`src/rtl/apb_master_bridge.sv`:
```
// Single-beat request port to APB master: address decode, SETUP/ACCESS sequencing, completion pulse.
// Optional ACCESS-phase watchdog is enabled by defining APB_TIMEOUT_EN.
module apb_master_bridge #(
    parameter int unsigned NUM_SLAVES      = 4,
    parameter logic [31:0] BASE_ADDR       = 32'h1000_0000,
    parameter int unsigned SLAVE_SPAN_LOG2 = 12,
    parameter int unsigned TIMEOUT_CYCLES  = 16
) (
    input  logic                     PCLK,
    input  logic                     PRESET,
    input  logic                     transfer,
    input  logic [31:0]              addr,
    input  logic                     write,
    input  logic [31:0]              wdata,
    output logic                     busy,
    output logic                     ready,
    output logic [31:0]              rdata,
    output logic                     err,
    output logic [31:0]              PADDR,
    output logic                     PWRITE,
    output logic                     PENABLE,
    output logic [31:0]              PWDATA,
    output logic [NUM_SLAVES-1:0]    PSEL,
    input  logic [32*NUM_SLAVES-1:0] PRDATA,
    input  logic [NUM_SLAVES-1:0]    PREADY
);

    localparam int unsigned TAG_LSB = SLAVE_SPAN_LOG2 + 4;

    typedef enum logic [1:0] {
        ST_IDLE   = 2'd0,
        ST_SETUP  = 2'd1,
        ST_ACCESS = 2'd2
    } state_t;

    state_t                  r_state, w_state_nxt;
    logic [3:0]              r_idx, w_idx_nxt;
    logic                    r_busy, r_ready, r_err, r_pwrite, r_penable;
    logic [31:0]             r_rdata, r_paddr, r_pwdata;
    logic [NUM_SLAVES-1:0]   r_psel;
    logic                    w_ready_nxt, w_err_nxt, w_pwrite_nxt, w_penable_nxt;
    logic [31:0]             w_rdata_nxt, w_paddr_nxt, w_pwdata_nxt;
    logic [NUM_SLAVES-1:0]   w_psel_nxt, w_psel_dec;
    logic [3:0]              w_idx;
    logic                    w_hit, w_sel_ready;
    logic [31:0]             w_sel_rdata;

`ifdef APB_TIMEOUT_EN
    localparam int unsigned TCNT_W = $clog2(TIMEOUT_CYCLES + 1);
    logic [TCNT_W-1:0] r_tcnt, w_tcnt_nxt;
`else
    logic w_unused_timeout;
    assign w_unused_timeout = (TIMEOUT_CYCLES == 32'd0);
`endif

    assign w_idx = addr[SLAVE_SPAN_LOG2 +: 4];
    assign w_hit = (addr[31:TAG_LSB] == BASE_ADDR[31:TAG_LSB]) && (32'(w_idx) < NUM_SLAVES);

    // AND-OR muxes keyed on the latched slot, so unselected slaves never leak through
    always_comb begin
        w_sel_ready = 1'b0;
        w_sel_rdata = 32'h0000_0000;
        w_psel_dec  = '0;
        for (int unsigned i = 0; i < NUM_SLAVES; i++) begin
            w_sel_ready   = w_sel_ready | (PREADY[i] & (r_idx == 4'(i)));
            w_sel_rdata   = w_sel_rdata | (PRDATA[32*i +: 32] & {32{r_idx == 4'(i)}});
            w_psel_dec[i] = (w_idx == 4'(i));
        end
    end

    // Next-state and next-output logic
    always_comb begin
        w_state_nxt   = r_state;
        w_idx_nxt     = r_idx;
        w_ready_nxt   = 1'b0;
        w_err_nxt     = 1'b0;
        w_rdata_nxt   = r_rdata;
        w_paddr_nxt   = r_paddr;
        w_pwrite_nxt  = r_pwrite;
        w_pwdata_nxt  = r_pwdata;
        w_penable_nxt = r_penable;
        w_psel_nxt    = r_psel;
`ifdef APB_TIMEOUT_EN
        w_tcnt_nxt    = r_tcnt;
`endif
        case (r_state)
            ST_IDLE: begin
                if (transfer && w_hit) begin
                    w_paddr_nxt   = addr;
                    w_pwrite_nxt  = write;
                    w_pwdata_nxt  = wdata;
                    w_idx_nxt     = w_idx;
                    w_psel_nxt    = w_psel_dec;
                    w_penable_nxt = 1'b0;
                    w_state_nxt   = ST_SETUP;
                end else if (transfer) begin
                    w_ready_nxt = 1'b1;
                    w_err_nxt   = 1'b1;
                    w_rdata_nxt = 32'h0000_0000;
                end else begin
                    w_state_nxt = ST_IDLE;
                end
            end
            // PREADY is deliberately not looked at here: it may still be held from the last transfer
            ST_SETUP: begin
                w_penable_nxt = 1'b1;
                w_state_nxt   = ST_ACCESS;
`ifdef APB_TIMEOUT_EN
                w_tcnt_nxt    = '0;
`endif
            end
            ST_ACCESS: begin
                if (w_sel_ready) begin
                    w_rdata_nxt   = r_pwrite ? 32'h0000_0000 : w_sel_rdata;
                    w_ready_nxt   = 1'b1;
                    w_psel_nxt    = '0;
                    w_penable_nxt = 1'b0;
                    w_state_nxt   = ST_IDLE;
                end else begin
`ifdef APB_TIMEOUT_EN
                    if (r_tcnt == TCNT_W'(TIMEOUT_CYCLES - 1)) begin
                        w_rdata_nxt   = 32'h0000_0000;
                        w_ready_nxt   = 1'b1;
                        w_err_nxt     = 1'b1;
                        w_psel_nxt    = '0;
                        w_penable_nxt = 1'b0;
                        w_state_nxt   = ST_IDLE;
                    end else begin
                        w_tcnt_nxt = r_tcnt + TCNT_W'(1);
                    end
`else
                    w_state_nxt = ST_ACCESS;
`endif
                end
            end
            default: begin
                w_psel_nxt    = '0;
                w_penable_nxt = 1'b0;
                w_state_nxt   = ST_IDLE;
            end
        endcase
    end

    // State and registered outputs
    always_ff @(posedge PCLK or negedge PRESET) begin
        if (!PRESET) begin
            r_state   <= ST_IDLE;
            r_idx     <= 4'd0;
            r_busy    <= 1'b0;
            r_ready   <= 1'b0;
            r_err     <= 1'b0;
            r_rdata   <= 32'h0000_0000;
            r_paddr   <= 32'h0000_0000;
            r_pwrite  <= 1'b0;
            r_pwdata  <= 32'h0000_0000;
            r_penable <= 1'b0;
            r_psel    <= '0;
        end else begin
            r_state   <= w_state_nxt;
            r_idx     <= w_idx_nxt;
            r_busy    <= (w_state_nxt != ST_IDLE);
            r_ready   <= w_ready_nxt;
            r_err     <= w_err_nxt;
            r_rdata   <= w_rdata_nxt;
            r_paddr   <= w_paddr_nxt;
            r_pwrite  <= w_pwrite_nxt;
            r_pwdata  <= w_pwdata_nxt;
            r_penable <= w_penable_nxt;
            r_psel    <= w_psel_nxt;
        end
    end

`ifdef APB_TIMEOUT_EN
    // ACCESS-phase watchdog count
    always_ff @(posedge PCLK or negedge PRESET) begin
        if (!PRESET) begin
            r_tcnt <= '0;
        end else begin
            r_tcnt <= w_tcnt_nxt;
        end
    end
`endif

    assign busy    = r_busy;
    assign ready   = r_ready;
    assign err     = r_err;
    assign rdata   = r_rdata;
    assign PADDR   = r_paddr;
    assign PWRITE  = r_pwrite;
    assign PWDATA  = r_pwdata;
    assign PENABLE = r_penable;
    assign PSEL    = r_psel;

endmodule

```
`config.mk`:
```
export PLATFORM = sky130hd
export DESIGN_NAME = apb_master_bridge
export DESIGN_NICKNAME = d
export VERILOG_FILES = /design/src/rtl/apb_master_bridge.sv
export SDC_FILE = /design/constraint.sdc
export NUM_CORES = 1
export LEC_CHECK = 0
export BUFFER_PORTS_ARGS = -buffer_cell sky130_fd_sc_hd__buf_2
export CAP_MARGIN = 40
export CORE_ASPECT_RATIO = 0.8
export CORE_MARGIN = 8
export CORE_UTILIZATION = 43
export CTS_CLUSTER_DIAMETER = 80
export DETAILED_ROUTE_END_ITERATION = 8
export PLACE_DENSITY_LB_ADDON = 0.05
export SYNTH_ARGS = -nofsm -noshare
export SYNTH_HDL_FRONTEND = slang
export SYNTH_SLANG_ARGS = --single-unit
```
`constraint.sdc`:
```
create_clock -name PCLK -period 2.11 [get_ports PCLK]
set_input_delay 0.211 -clock PCLK [delete_from_list [all_inputs] [get_ports PCLK]]
set_output_delay 0.211 -clock PCLK [all_outputs]
set_load 0.005 [all_outputs]
```
==> metrics.csv, run 1 <==
metric;value;unit
largest area contributor in the synthesized netlist;dfrtp_1;
clock network fraction of design power;39.9;%
Startpoint Class;flip-flop;
root buffer cell;clkbuf_16;
max cap viols;0;
post-synthesis sequential area ratio;56.3;%
post-detail-place hpwl;12400;um
initial antenna violation count;0;
routed len/inst;19.4;um
FF+latch count, synth;107;
DIE AREA;0.0147;mm^2
CTS tree;built;
H-tree depth;3;
Initial Utilization;43.9;%
fmax;0.485;GHz
Switch Pwr;896;uW
1st-iter DRT viols;209;
NumNets Final;883;
commonest cells in the netlist;dfrtp_1 (107), mux2_2 (79), a22oi_1 (64);
P_int;3050;uW
Port Buffers;304;
Crit Path Max Fanout;8;
Leakage;0.00398;uW
switching share of power;22.7;%
Final Hold Fails;0;
dpl ws;0.0527;ns
synth warn;0;
vias;4279;
critical path type;flip-flop to flip-flop;
Seq pwr share;52.1;%
Routed Wire Length;16200;um
Synth-to-Final Area Change;44.9;%
clk_lat worst skew;0.33;ns
GRT Overall Usage;20.9;%
Post-synth EDFFs;0;
Max Clock Skew;0.00574;ns
Hold WS;0.102;ns
CORE AREA;0.0108;mm^2
min-delay worst type;input port to flip-flop;
setup_tns;0;ns
R2R Setup Slk;0.05;ns
Residual DRC;0;
Gate power share;8.1;%
Synth Flop Type;dfrtp_1;
nature of the critical path endpoint;flip-flop;
routability congestion estimate;0.820;
post-route cell area;0.00690;mm^2
CTS clock-pin slew for the worst setup and hold paths;0.07;ns
CTS buffer count;9;
synthesized net count;573;
Post-DRT Antenna Nets;0;
Power Dens Cells;572;mW/mm^2
Final Critical Period;2.06;ns
share of flip-flops with an asynchronous set or reset;100;%
Syn Inst Count;373;
grt ovf;0;
count leader, synth;dfrtp_1;
DP Area;0.00653;mm^2
CP Data Required Time;2.33;ns
Synth cell types;29;
largest net degree at the start of global routing;56;
pin slew with the least headroom to its limit;0.362;ns
Mapped Area;0.00476;mm^2
Worst EP arrival;2.28;ns
vias in the first global route;4675;
dominant cells by area after synthesis;dfrtp_1 (56%), mux2_2 (19%), a22oi_1 (10%), a21oi_1 (3.4%), nor2b_1 (2.5%);
layout cells sized above 1;62.1;%
DR vias/cell;5.14;
Syn Area/Cell;12.8;um^2
FP Rows;34;
count of final setup violators;0;
final worst slack;0.0471;ns
I/O pins;305;
status;finished clean;
first-pass GRT wire length;24600;um
Die Span Y;110;um
clk sinks;107;
area share of the largest cell type after synthesis;56.3;%
Worst IR Drop VDD;0.357;mV
fin. max-slew vios;0;
Clock Path Buffers;2;
die width;134;um
TritonRoute pass-1 iters;4;
Final Cycle Share;97.8;%
max_slew headroom;75.6;%
==> state kept, by name (all words and copies together) (netlist names) <==
name     count
PWDATA      32
rdata       32
PADDR       29
PSEL         4
r_idx        3
r_state      2
PENABLE      1
PWRITE       1
busy         1
err          1
ready        1
==> worst max-delay path: stages (launching register included) <==
cell and delay [ns]:
dfrtp_1 0.39, or3b_1 0.41, o22a_2 0.27, o22ai_4 0.31
clkbuf_16 0.24, mux2_2 0.34
==> routing by layer <==
layer	up-vias	share of wire [%]	GRT usage, %	routed length, um
li1	2012	-	-	-
met1	2056	37	22.5	6040
met2	190	50	36.7	8150
met3	21	10	8.79	1620
met4	0	2.1	7.51	339
met5	-	0	0	0
==> timing repair <==
action,in CTS,in global routing
setup buffers,0,2
hold endpoints to repair,12,0
resized for setup,0,1
setup endpoints to repair,0,25
hold buffers,1,0
==> power groups by stage <==
stage	clock, uW	combinational (uW)	sequential, uW
after floorplan	0	57.0	2090
after global placement	0	293	2090
after CTS	1610	305	2050
after detailed placement	0	302	2090
final	1570	318	2050
after global routing	1680	351	2050
==> cells in the final DEF, fill, tap and decap left out, drive strengths merged, types with 2 or more instances in the layout <==
cell,count
a21oi,33
a22oi,64
buf,321
clkbuf,11
clkinv,4
dfrtp,107
inv,6
mux2,82
mux2i,2
nand2,8
nand2b,2
nand3,2
nor2,9
nor2b,19
nor3,2
nor4,4
o21ai,2
==> worst paths after layout <==
path,startpoint,to,cells past startpoint
max in group asynchronous,PRESET,PADDR[9]$_DFFE_PN0P_,3
min reg2reg,PADDR[28]$_DFFE_PN0P_,PADDR[28]$_DFFE_PN0P_,1
max,PADDR[15]$_DFFE_PN0P_,rdata[20]$_DFFE_PN0P_,5
min,wdata[30],PWDATA[30]$_DFFE_PN0P_,2
min in group asynchronous,PRESET,rdata[9]$_DFFE_PN0P_,2
max reg2reg,PADDR[15]$_DFFE_PN0P_,rdata[20]$_DFFE_PN0P_,5
==> cell type report <==
type	instances	area [um^2]
antenna	1	2.50
clock buffer	9	225
clock inverter	7	50.0
fill	879	3950
inverter	3	11.3
multi-input combinational	238	1950
sequential	107	2680
tap	144	180
timing repair buffer	324	1800
==> stage by stage <==
step                      instances  total power, uW  util, %
after floorplan                 373             2150        -
after global routing            832             4090     63.5
final                           833             3940     63.6
after CTS                       827             3970     62.8
after detailed placement        810             2400     60.2
after global placement          810             2390     60.2
==> kinds of logic (layout without fill, tap and decap cells) <==
| group | count (synthesis) | after routing | share of synthesized area, % |
|---|---|---|---|
| AOI/OAI and AO/OA | 102 | 102 | 14.6 |
| muxes | 84 | 84 | 19.8 |
| DFF | 107 | 107 | 56.3 |
| and+or+nand+nor | 52 | 52 | 6.08 |
| other | 0 | 1 | 0 |
| buffers and inverters | 28 | 343 | 3.18 |
(Power assumes the default switching activity.)
==> run 2, diff against run 1 <==
--- a/config.mk
+++ b/config.mk
@@ -7,7 +7,7 @@
 export LEC_CHECK = 0
 export BUFFER_PORTS_ARGS = -buffer_cell sky130_fd_sc_hd__buf_2
 export CAP_MARGIN = 40
-export CORE_ASPECT_RATIO = 0.8
+export CORE_ASPECT_RATIO = 1.5
 export CORE_MARGIN = 8
 export CORE_UTILIZATION = 43
 export CTS_CLUSTER_DIAMETER = 80
==> metrics.csv, run 2 (synthesis gave the netlist of run 1 again) <==
metric;value;unit
Residual DRC;0;
Post-DRT Antenna Nets;0;
1st-iter DRT viols;136;
vias in the first global route;4586;
Final Cycle Share;93.4;%
DP Area;0.00660;mm^2
ant diodes;0;
count of final setup violators;0;
pin slew with the least headroom to its limit;0.516;ns
CORE AREA;0.0109;mm^2
CTS tree;built;
H-tree depth;3;
Clock Path Buffers;2;
fmax;0.508;GHz
commonest non-fill, non-tap cells in the layout;buf_2 (303), dfrtp_1 (107), mux2_2 (79);
CTS clock-pin slew for the worst setup and hold paths;0.07;ns
setup_tns;0;ns
Synth-to-Final Area Change;45.5;%
FF-to-FF End;rdata[9]$_DFFE_PN0P_;
layout cells sized above 1;61.9;%
Routed Wire Length;15900;um
NumNets Final;886;
Worst EP arrival;2.20;ns
DIE AREA;0.0148;mm^2
FP Rows;47;
max cap viols;0;
vias;4242;
routability congestion estimate;0.902;
commonest non-fill, non-tap cell in the layout;buf_2;
R2R Setup Slk;0.14;ns
root buffer cell;clkbuf_16;
max_slew headroom;65.6;%
Power Dens Cells;583;mW/mm^2
Max Clock Skew;0.00774;ns
WHS Path Cells;2;
CP Data Required Time;2.34;ns
Final Hold Fails;0;
Port Buffers;304;
CP Cell Sequence;or3b_1, o22a_1, o22ai_4, buf_12, mux2_2;
CTS buffer count;9;
Initial Utilization;43.5;%
min-delay worst type;input port to flip-flop;
critical path type;flip-flop to flip-flop;
R2R depth;5;
DR vias/cell;5.06;
die width;102;um
first-pass GRT wire length;24300;um
worst r2r src;PADDR[15]$_DFFE_PN0P_;
Worst IR Drop VDD;0.525;mV
Crit Path Max Fanout;28;
clk_lat worst skew;0.34;ns
Critical Path Max Stage Delay;0.40;ns
Die Span Y;145;um
GRT Overall Usage;21.3;%
initial antenna violation count;1;
RSZ-0062 raised after global routing;false;
fin. max-slew vios;0;
post-route cell area;0.00692;mm^2
dpl ws;-0.00749;ns
cts repair resizes;0;
Hold Startpoint;addr[1];
final worst slack;0.140;ns
largest net degree at the start of global routing;47;
routed len/inst;19.0;um
I/O pins;305;
status;finished clean;
Worst Hold End;PADDR[1]$_DFFE_PN0P_;
grt ovf;0;
post-detail-place hpwl;12800;um
TritonRoute pass-1 iters;4;
Startpoint Class;flip-flop;
Final Util;63.3;%
critical path's slowest cell;dfrtp_1;
nature of the critical path endpoint;flip-flop;
Final Critical Period;1.97;ns
clk sinks;107;
Leakage;0.00399;uW
==> run 2: changes by cell type in the layout (fill, tap and decap cells not counted), sizes merged <==
| cell | before | now |
|---|---|---|
| buf | 321 | 326 |
| inv | 6 | 4 |
| bufinv | 0 | 1 |
| clkbuf | 11 | 10 |
| clkinv | 4 | 3 |
| clkinvlp | 0 | 1 |
| diode | 1 | 0 |
==> run 2: metrics by stage <==
step,total power (uW),cells,hold slack (ns)
2_1_floorplan,2150,373,-0.0846
3_3_place_gp,2390,819,0.214
3_5_place_dp,2400,820,0.223
4_1_cts,4110,838,0.0797
5_1_grt,4200,838,0.0819
6_report,4040,838,0.0931
==> run 2: critical path: cells and delay by family (launching register included) <==
family	cells	cell delay, ns
compound gates	2	0.47
flops	1	0.40
simple gates	1	0.40
mux	1	0.36
buf+inv	1	0.22
==> run 2: repair_timing <==
action	CTS	global route
endpoints found under the setup margin	26	0
endpoints found under the hold margin	38	0
setup buffers	1	0
hold buffers	1	0
==> run 2: area by class of cell <==
cell class | instances | area, um^2
repair buffers | 327 | 1800
multi-input cells | 238 | 1940
inverters | 3 | 11.3
clock inverters | 6 | 75.1
clock buffers | 10 | 229
well taps | 147 | 184
flip-flops and latches | 107 | 2680
fillers | 932 | 4020
==> run 2: layer usage <==
metal  part of all wire [%]  global-route usage, %  wire (um)  vias up
li1                       -                      -          -     2010
met1                     35                   22.8       5550     1983
met2                     51                   36.9       8100      214
met3                     11                   7.42       1780       33
met4                    3.0                   8.93        473        2
met5                  0.082                      0         13        -
==> run 2: where the power goes <==
part	internal, uW	switching [uW]	leakage (uW)
combinational	173	128	0.00236
clock	935	748	0.000145
sequential	2050	1.08	0.00149
total	3160	877	0.00399
==> run 2: worst max-delay path by stage <==
| stage | startpoint | slack [ns] | end | depth (start not counted) |
|---|---|---|---|---|
| 6_report | PADDR[15]$_DFFE_PN0P_ | 0.14 | rdata[9]$_DFFE_PN0P_ | 5 |
| 5_1_grt | PADDR[15]$_DFFE_PN0P_ | 0.04 | PSEL[0]$_DFFE_PN0P_ | 6 |
| 4_1_cts | PADDR[15]$_DFFE_PN0P_ | 0.12 | PSEL[1]$_DFFE_PN0P_ | 6 |
| 3_5_place_dp | PADDR[15]$_DFFE_PN0P_ | -0.007 | rdata[9]$_DFFE_PN0P_ | 5 |
| 3_3_place_gp | PADDR[15]$_DFFE_PN0P_ | -0.31 | rdata[4]$_DFFE_PN0P_ | 4 |
| 2_1_floorplan | PADDR[15]$_DFFE_PN0P_ | 0.15 | rdata[10]$_DFFE_PN0P_ | 5 |
==> run 3, diff against run 2 <==
--- a/config.mk
+++ b/config.mk
@@ -13,6 +13,7 @@
 export CTS_CLUSTER_DIAMETER = 80
 export DETAILED_ROUTE_END_ITERATION = 8
 export PLACE_DENSITY_LB_ADDON = 0.05
+export SETUP_SLACK_MARGIN = 0.3
 export SYNTH_ARGS = -nofsm -noshare
 export SYNTH_HDL_FRONTEND = slang
 export SYNTH_SLANG_ARGS = --single-unit
==> constraint.sdc (replaced) <==
create_clock -name PCLK -period 2.11 [get_ports PCLK]
set_input_delay 0.211 -clock PCLK [delete_from_list [all_inputs] [get_ports PCLK]]
set_output_delay 0.211 -clock PCLK [all_outputs]
set_load 0.01 [all_outputs]
==> metrics.csv, run 3 (synthesis gave the netlist of run 1 again) <==
metric;value;unit
post-route cell area;0.00725;mm^2
Worst IR Drop VDD;0.480;mV
switching share of power;22.8;%
fillers;910;
grt ovf;0;
Final Critical Period;1.97;ns
nature of the critical path endpoint;flip-flop;
clock network fraction of design power;40.1;%
max_slew headroom;64.1;%
CTS buffer count;9;
routed len/inst;20.1;um
Startpoint Class;flip-flop;
critical path type;flip-flop to flip-flop;
Clock Path Buffers;2;
die width;102;um
initial antenna violation count;0;
commonest non-fill, non-tap cells in the layout;buf_2 (303), dfrtp_1 (107), a22oi_1 (64);
largest net degree at the start of global routing;55;
max cap viols;0;
Final Cycle Share;93.3;%
fmax;0.508;GHz
CP Cell Sequence;or3b_1, o22a_1, o22ai_4, buf_12, clkbuf_16, mux2_2;
DP Area;0.00659;mm^2
DIE AREA;0.0148;mm^2
Residual DRC;0;
layout cells sized above 1;63.6;%
Critical Path Max Stage Delay;0.40;ns
critical path's slowest cell;or3b_1;
I/O pins;305;
Final Power;3980;uW
GRT Overall Usage;21.2;%
CTS tree;built;
clk sinks;107;
vias in the first global route;4693;
CTS clock-pin slew for the worst setup and hold paths;0.07;ns
Final Util;66.3;%
H-tree depth;3;
Initial Utilization;43.5;%
first-pass GRT wire length;23900;um
Seq pwr share;51.6;%
DR vias/cell;5.23;
Leakage;0.00415;uW
P_int;3070;uW
1st-iter DRT viols;177;
Max Clock Skew;0.00558;ns
ant diodes;0;
vias;4462;
Power Dens Cells;549;mW/mm^2
pin slew with the least headroom to its limit;0.539;ns
root buffer cell;clkbuf_16;
CP Data Required Time;2.34;ns
Routed Wire Length;17200;um
min-delay worst type;input port to flip-flop;
clk_lat worst skew;0.35;ns
Final Hold Fails;0;
RSZ-0062 raised after global routing;true;
Gate power share;8.3;%
Worst EP arrival;2.20;ns
FP Rows;47;
Port Buffers;304;
WP buf/inv;2;
fin. max-slew vios;0;
count of final setup violators;0;
Die Span Y;145;um
routability congestion estimate;0.891;
R2R Setup Slk;0.14;ns
TritonRoute pass-1 iters;4;
status;finished clean;
cell family with most CP delay;compound AO/OA/AOI/OAI gates;
Synth-to-Final Area Change;52.4;%
Switch Pwr;909;uW
dpl ws;-0.0277;ns
NumNets Final;901;
CORE AREA;0.0109;mm^2
commonest non-fill, non-tap cell in the layout;buf_2;
final worst slack;0.142;ns
post-detail-place hpwl;13000;um
Post-DRT Antenna Nets;0;
Crit Path Max Fanout;6;
-- run 3: cell count changes in the layout (fill, tap and decap cells not counted), moves of 2 or more --
cell	before	now
buf_6	0	7
mux2_1	3	1
buf_8	0	2
buf_4	15	17
mux2_4	0	25
nand2_1	8	6
clkbuf_16	9	14
mux2_2	79	56
-- run 3: power groups by stage --
stage	logic (uW)	clock network, uW	registers, uW
2_1_floorplan	56.9	0	2100
3_3_place_gp	292	0	2090
3_5_place_dp	303	0	2090
4_1_cts	309	1650	2050
5_1_grt	363	1700	2050
6_report	331	1600	2050
-- run 3: area by class of cell --
| cell class | instances | area (um^2) | share of cell area (%) |
|---|---|---|---|
| flip-flops and latches | 107 | 2680 | 36.9 |
| clock inverters | 6 | 57.6 | 0.794 |
| repair buffers | 342 | 2030 | 28.0 |
| clock buffers | 10 | 229 | 3.16 |
| well taps | 147 | 184 | 2.54 |
| multi-input cells | 238 | 2060 | 28.4 |
| inverters | 3 | 11.3 | 0.155 |
-- run 3: routing by layer --
metal,vias up,track usage (%),part of all wire [%]
met3,45,7.66,10
met5,-,0,0
met4,0,11.4,3.7
met1,2150,21.3,34
met2,228,37.0,52
li1,2039,-,-
-- run 3: worst paths after layout --
kind,from,end,depth (start not counted)
min,wdata[0],PWDATA[0]$_DFFE_PN0P_,2
max in group asynchronous,PRESET,rdata[5]$_DFFE_PN0P_,3
min reg2reg,PADDR[28]$_DFFE_PN0P_,PADDR[28]$_DFFE_PN0P_,1
max reg2reg,r_idx[2]$_DFFE_PN0P_,rdata[30]$_DFFE_PN0P_,6
min in group asynchronous,PRESET,rdata[29]$_DFFE_PN0P_,2
max,r_idx[2]$_DFFE_PN0P_,rdata[30]$_DFFE_PN0P_,6
-- run 3: stage by stage --
| stage | hold slack (ns) | TNS [ns] | std cells |
|---|---|---|---|
| 6_report | 0.0899 | 0 | 853 |
| 5_1_grt | 0.0806 | 0 | 853 |
| 4_1_cts | 0.0731 | 0 | 838 |
| 3_5_place_dp | 0.224 | -0.391 | 819 |
| 3_3_place_gp | 0.215 | -7.30 | 818 |
| 2_1_floorplan | -0.0846 | 0 | 373 |
-- run 3: repair_timing --
action                     in CTS  in global routing
hold endpoints to repair       39                  0
gates cloned                    0                  9
hold buffers                    1                  0
setup endpoints to repair      55                 82
gates resized for setup         3                 35
buffers inserted                2                  6
pin swaps                       2                  7
